[src/rtl/gru_gate_mac.sv]
// gru_gate_mac
// Computes one GRU gate pre-activation vector with a single shared multiplier:
//     pre[j] = b[j] + sum_k W[j][k]*x[k] + sum_k U[j][k]*h[k]
// All words are signed fixed point with FRAC_BITS fractional bits. Each unit
// takes INPUT_FEATURES+GRU_UNITS+2 cycles (bias load, one product per cycle,
// store); the finished vector is published on o_pre_flat together with a
// one-cycle o_valid pulse.
//
// Ports
//   clk              clock
//   rstn             asynchronous active-low reset
//   i_weights_loaded W/U/b buses valid and static; dropping it aborts a run
//   i_start          request a computation (taken only when idle and loaded)
//   i_x_flat         input vector x, element i at [i*DATA_WIDTH +: DATA_WIDTH]
//   i_h_flat         previous hidden state h
//   i_W_flat         input weights, row-major, element j*INPUT_FEATURES+k
//   i_U_flat         recurrent weights, row-major, element j*GRU_UNITS+k
//   i_b_flat         bias vector
//   o_busy           high while a computation is in progress
//   o_valid          one-cycle pulse: o_pre_flat holds a new result
//   o_abort          one-cycle pulse: the running computation was abandoned
//   o_pre_flat       result vector, held between completed runs
module gru_gate_mac #(
    parameter int DATA_WIDTH     = 32,
    parameter int FRAC_BITS      = 16,
    parameter int INPUT_FEATURES = 3,
    parameter int GRU_UNITS      = 3
) (
    input  logic                                         clk,
    input  logic                                         rstn,
    input  logic                                         i_weights_loaded,
    input  logic                                         i_start,
    input  logic [INPUT_FEATURES*DATA_WIDTH-1:0]         i_x_flat,
    input  logic [GRU_UNITS*DATA_WIDTH-1:0]              i_h_flat,
    input  logic [GRU_UNITS*INPUT_FEATURES*DATA_WIDTH-1:0] i_W_flat,
    input  logic [GRU_UNITS*GRU_UNITS*DATA_WIDTH-1:0]    i_U_flat,
    input  logic [GRU_UNITS*DATA_WIDTH-1:0]              i_b_flat,
    output logic                                         o_busy,
    output logic                                         o_valid,
    output logic                                         o_abort,
    output logic [GRU_UNITS*DATA_WIDTH-1:0]              o_pre_flat
);

    localparam int DW    = DATA_WIDTH;
    localparam int ACCW  = 2 * DATA_WIDTH + 8;
    localparam int MAC_N = INPUT_FEATURES + GRU_UNITS;
    localparam int KW    = (MAC_N > 1) ? $clog2(MAC_N) : 1;
    localparam int UW    = (GRU_UNITS > 1) ? $clog2(GRU_UNITS) : 1;

    localparam logic [KW-1:0] LAST_K = KW'(MAC_N - 1);
    localparam logic [UW-1:0] LAST_U = UW'(GRU_UNITS - 1);

    // Saturation limits of a DW-bit signed word, expressed at accumulator width.
    localparam logic signed [ACCW-1:0] SAT_MAX = {{(ACCW-DW+1){1'b0}}, {(DW-1){1'b1}}};
    localparam logic signed [ACCW-1:0] SAT_MIN = {{(ACCW-DW+1){1'b1}}, {(DW-1){1'b0}}};

    typedef enum logic [2:0] {
        S_IDLE,
        S_INIT,
        S_MAC,
        S_STORE,
        S_DONE
    } state_t;

    state_t                          r_state;
    logic [UW-1:0]                   r_unit;
    logic [KW-1:0]                   r_k;
    logic signed [ACCW-1:0]          r_acc;
    logic [INPUT_FEATURES*DW-1:0]    r_x;
    logic [GRU_UNITS*DW-1:0]         r_h;
    logic [GRU_UNITS*DW-1:0]         r_buf;

    logic signed [DW-1:0]            w_a;
    logic signed [DW-1:0]            w_b;
    logic signed [2*DW-1:0]          w_prod;
    logic signed [DW-1:0]            w_bias;
    logic [DW-1:0]                   w_res;
    logic [GRU_UNITS*DW-1:0]         w_buf_next;

    // Drop the fractional bits (floor) and clamp into the signed word range.
    function automatic logic [DW-1:0] sat_shift(input logic signed [ACCW-1:0] acc);
        logic signed [ACCW-1:0] sh;
        sh = acc >>> FRAC_BITS;
        if (sh > SAT_MAX)
            return {1'b0, {(DW-1){1'b1}}};
        else if (sh < SAT_MIN)
            return {1'b1, {(DW-1){1'b0}}};
        else
            return sh[DW-1:0];
    endfunction

    // Operand select: the first INPUT_FEATURES steps use W and x, the rest U and h.
    always_comb begin
        int unit_i;
        int k_i;
        unit_i = int'(r_unit);
        k_i    = int'(r_k);
        w_a    = '0;
        w_b    = '0;
        if (k_i < INPUT_FEATURES) begin
            w_a = i_W_flat[(unit_i*INPUT_FEATURES + k_i)*DW +: DW];
            w_b = r_x[k_i*DW +: DW];
        end else begin
            w_a = i_U_flat[(unit_i*GRU_UNITS + k_i - INPUT_FEATURES)*DW +: DW];
            w_b = r_h[(k_i - INPUT_FEATURES)*DW +: DW];
        end
        w_bias     = i_b_flat[unit_i*DW +: DW];
        w_res      = sat_shift(r_acc);
        w_buf_next = r_buf;
        w_buf_next[unit_i*DW +: DW] = w_res;
    end

    assign w_prod = w_a * w_b;

    always_ff @(posedge clk or negedge rstn) begin
        if (!rstn) begin
            r_state    <= S_IDLE;
            r_unit     <= '0;
            r_k        <= '0;
            r_acc      <= '0;
            r_x        <= '0;
            r_h        <= '0;
            r_buf      <= '0;
            o_busy     <= 1'b0;
            o_valid    <= 1'b0;
            o_abort    <= 1'b0;
            o_pre_flat <= '0;
        end else begin
            o_valid <= 1'b0;
            o_abort <= 1'b0;
            case (r_state)
                S_IDLE: begin
                    if (i_start && i_weights_loaded) begin
                        r_x     <= i_x_flat;
                        r_h     <= i_h_flat;
                        r_unit  <= '0;
                        r_state <= S_INIT;
                        o_busy  <= 1'b1;
                    end
                end
                S_INIT: begin
                    if (!i_weights_loaded) begin
                        r_state <= S_IDLE;
                        o_busy  <= 1'b0;
                        o_abort <= 1'b1;
                    end else begin
                        // Bias is aligned to the product scale (2*FRAC_BITS fraction).
                        r_acc   <= $signed({{(DW+8){w_bias[DW-1]}}, w_bias}) <<< FRAC_BITS;
                        r_k     <= '0;
                        r_state <= S_MAC;
                    end
                end
                S_MAC: begin
                    if (!i_weights_loaded) begin
                        r_state <= S_IDLE;
                        o_busy  <= 1'b0;
                        o_abort <= 1'b1;
                    end else begin
                        r_acc <= r_acc + $signed({{8{w_prod[2*DW-1]}}, w_prod});
                        if (r_k == LAST_K)
                            r_state <= S_STORE;
                        else
                            r_k <= r_k + 1'b1;
                    end
                end
                S_STORE: begin
                    if (!i_weights_loaded) begin
                        r_state <= S_IDLE;
                        o_busy  <= 1'b0;
                        o_abort <= 1'b1;
                    end else begin
                        r_buf <= w_buf_next;
                        if (r_unit == LAST_U) begin
                            // Publish the whole vector at once, including this unit.
                            o_pre_flat <= w_buf_next;
                            o_valid    <= 1'b1;
                            r_state    <= S_DONE;
                        end else begin
                            r_unit  <= r_unit + 1'b1;
                            r_state <= S_INIT;
                        end
                    end
                end
                S_DONE: begin
                    r_state <= S_IDLE;
                    o_busy  <= 1'b0;
                end
                default: begin
                    r_state <= S_IDLE;
                    o_busy  <= 1'b0;
                end
            endcase
        end
    end

endmodule

[config.mk]
export PLATFORM = sky130hd
export DESIGN_NAME = gru_gate_mac
export DESIGN_NICKNAME = d
export VERILOG_FILES = /design/src/rtl/gru_gate_mac.sv
export SDC_FILE = /design/constraint.sdc
export NUM_CORES = 2
export LEC_CHECK = 0
export BUFFER_PORTS_ARGS = -buffer_cell sky130_fd_sc_hd__buf_2
export CAP_MARGIN = 20
export CORE_AREA = 2 2 377 379
export DETAILED_ROUTE_END_ITERATION = 10
export DIE_AREA = 0 0 379 381
export PLACE_DENSITY = 0.69
export SYNTH_ARGS = -nofsm -noshare
export SYNTH_HDL_FRONTEND = slang
export SYNTH_SLANG_ARGS = --single-unit
[constraint.sdc]
create_clock -name clk -period 34.7 [get_ports clk]
set_input_delay 0 -clock clk [delete_from_list [all_inputs] [get_ports clk]]
set_output_delay 0 -clock clk [all_outputs]
set_load 0.02 [all_outputs]
==> out/results.ini <==
[sta]
period_needed_ps = 13550
fin_crit_sh = 0.391
tns_ps = 0
rsz0062_at_grt = no
max_slew_margin = 0.246
max_slew.worst_pin.slew_ps = 1130
final-max-slew-violation-count = 0
setup_viol = 0
fmax_ghz = 0.0738
finalHoldViolations = 0
skew_ps = 58.4

[run]
cap_violations = 0

[floorplanning]
io_pins = 967
die_h_um = 381
core.rowCount = 138
coreArea_mm2 = 0.141
start_util = 0.480
die-area_mm2 = 0.144
die_w_um = 379

[grt]
grt_max_degree = 117
antenna_found_initial = 101
grt_pass1_vias = 61400
gr-total-overflow = 0
grt_pass1_wl_um = 422000
grt_usage = 0.410

[routing]
post_drt_wl_per_cell_um = 29.6
vias = 57200
drtIter0Drc = 5269
drc = 0
antenna_left = 0
dr.pass1.iters = 7
drt_wl_total_um = 292000
routed_via_density = 5.78

[synth]
yosysWarnings = 0
synthArstFlopShare = 1.00
synth_flop_cell = dfrtp_1
synthDistinctLibCells = 75
ys_seq_area_frac = 0.173
syn_avg_cell_area_um2 = 9.69
synth_edf_count = 0
syn_nets = 9365
syn_area_mm2 = 0.0675
synthCells = 6963
ys_seq_elements = 467

[placed_design]
gp_congestion = 1.07
hpwl_um = 229000
port_buffers = 966

[setup_path]
critical_path_required_ps = 35230
crit_top_cell = fa_1
worstSetupPathType = reg -> reg
slowest_stage = fa_4
cpPeakStageDelay_ps = 1090
startpoint_type = flip-flop
cp_max_fo = 33
rr_worst_depth = 37
critPathArrivalTime_ps = 14090
cp-end-kind = flip-flop

[cts]
holdBufCountCts = 225
cts.sinks = 467
cts-buffers-inserted = 49
clkLatencyLatePin_ps = 680
clock_path_buffers = 3
cts_root_buf = clkbuf_16
clk_pin_slew_ps = 90
cts_resized = 0
cts_tree = built
cts_setup_buffers = 0
htreeDepth = 2

[final_layout]
drive_above_1_share = 0.206
final_nets = 10300
area_growth_pct = 16.0
num-fill-cells = 12600

[min_path]
min_path_cells = 5
hp-class = in -> reg

[status]
status = finished, final reports clean

-- registers in the layout, summed over array words and instances (netlist names) --
register / cells
o_busy: 1
o_abort: 1
o_valid: 1
r_unit: 2
o_pre_flat: 96
r_acc: 72
r_state: 3
r_x: 96
r_k: 3
r_h: 96
r_buf: 96
-- stage by stage --
stage / setup WS [ps] / hold WS (ps) / utilization / instance area [µm²] / cells
final: 21150 / 11.2 / 0.557 / 78200 / 9884
after floorplan: 22920 / -296 / - / 67500 / 6963
after global routing: 20750 / 45.5 / 0.556 / 78100 / 9852
after CTS: 21480 / 17.0 / 0.555 / 78000 / 9819
after detailed placement: 21520 / 77.3 / 0.527 / 74100 / 9505
after global placement: 21650 / 80.7 / 0.527 / 74100 / 9503
-- kinds of logic after synthesis --
kind of cell             count (synthesis)  share of synthesized area
adder cells (fa/ha/maj)               1534                      0.428
XOR/XNOR                                70                    0.00909
AO/OA/AOI/OAI                          914                     0.0831
multiplexers                           484                      0.100
AND/OR/NAND/NOR                       1705                      0.106
buffers and inverters                 1789                      0.100
flip-flops                             467                      0.173
-- area by class of cell --
| type | instances | area [µm²] | share of cell area |
|---|---|---|---|
| flip-flops and latches | 467 | 11700 | 0.149 |
| clock inverters | 25 | 268 | 0.00342 |
| diodes | 63 | 158 | 0.00202 |
| repair buffers | 1307 | 8000 | 0.102 |
| multi-input cells | 4707 | 49200 | 0.629 |
| well taps | 1890 | 2360 | 0.0302 |
| inverters | 1361 | 5110 | 0.0653 |
| clock buffers | 64 | 1410 | 0.0181 |
-- worst max-delay path: cells and delay by family, from the launching register on --
family / cells / cell delay [ps]
buffers and inverters: 10 / 1260
adders and majority gates: 12 / 6260
and+or+nand+nor: 7 / 2580
AOI/OAI and AO/OA: 6 / 2310
xor gates and xnor gates: 1 / 110
DFF: 1 / 660
muxes: 1 / 120
-- cell usage after synthesis (all sizes together), types with 4 or more instances --
| cell | number | area (µm²) |
|---|---|---|
| a211o | 4 | 35.0 |
| a211oi | 6 | 50.1 |
| a21o | 37 | 278 |
| a21oi | 246 | 1250 |
| a221o | 22 | 220 |
| a221oi | 5 | 43.8 |
| a22o | 91 | 797 |
| a22oi | 15 | 113 |
| a31oi | 11 | 75.1 |
| a41oi | 5 | 58.8 |
| and2 | 138 | 863 |
| and3 | 13 | 81.3 |
| buf | 57 | 267 |
| clkbuf | 371 | 1390 |
| dfrtp | 467 | 11700 |
| fa | 1286 | 25700 |
| ha | 248 | 3100 |
| inv | 1361 | 5110 |
| mux2 | 247 | 2780 |
| mux2i | 109 | 1090 |
| mux4 | 128 | 2880 |
| nand2 | 1126 | 4230 |
| nand2b | 26 | 163 |
| nand3 | 29 | 145 |
| nand4 | 32 | 200 |
| nor2 | 256 | 961 |
| nor2b | 40 | 250 |
| nor3 | 14 | 70.1 |
| nor4 | 7 | 43.8 |
| o211ai | 23 | 173 |
| o21a | 8 | 60.1 |
| o21ai | 382 | 1920 |
| o21bai | 17 | 128 |
| o221ai | 5 | 61.3 |
| o22ai | 9 | 56.3 |
| o31ai | 5 | 56.3 |
| or2 | 6 | 37.5 |
| or3 | 9 | 56.3 |
| xnor2 | 46 | 403 |
| xor2 | 24 | 210 |
-- final timing paths --
path | startpoint | to | slack, ps
max | r_unit[1]$_DFFE_PN0P_ | r_acc[67]$_DFFE_PN0P_ | 21150
min | i_b_flat[72] | r_acc[24]$_DFFE_PN0P_ | 10
max reg2reg | r_unit[1]$_DFFE_PN0P_ | r_acc[67]$_DFFE_PN0P_ | 21150
min reg2reg | o_pre_flat[47]$_DFFE_PN0P_ | o_pre_flat[47]$_DFFE_PN0P_ | 480
max in group asynchronous | rstn | o_pre_flat[8]$_DFFE_PN0P_ | 30750
min in group asynchronous | rstn | r_h[70]$_DFFE_PN0P_ | 340
-- routing by layer --
layer | vias up | GRT usage | wire length (µm)
met2 | 3333 | 0.617 | 129000
met4 | 38 | 0.260 | 21900
met3 | 920 | 0.137 | 33900
met5 | - | 0.00438 | 309
li1 | 23500 | - | -
met1 | 29400 | 0.507 | 107000
-- layout by cell type (no fill, tap or decap), types with 38 or more instances in the layout --
cell	instances
a21oi_1	242
a22o_1	68
and2_1	136
buf_2	965
buf_4	114
clkbuf_16	49
dfrtp_1	465
diode_2	63
dlygate4sd3_1	224
fa_1	1284
ha_1	245
inv_1	1348
mux2_2	247
mux2i_1	109
mux4_2	128
nand2_1	1125
nor2_1	253
nor2b_1	38
o21ai_0	364
xnor2_1	44
Power is left out: the tool's default activity adds up to more than one toggle a clock period on the data nets, which glitch-free logic cannot reach.
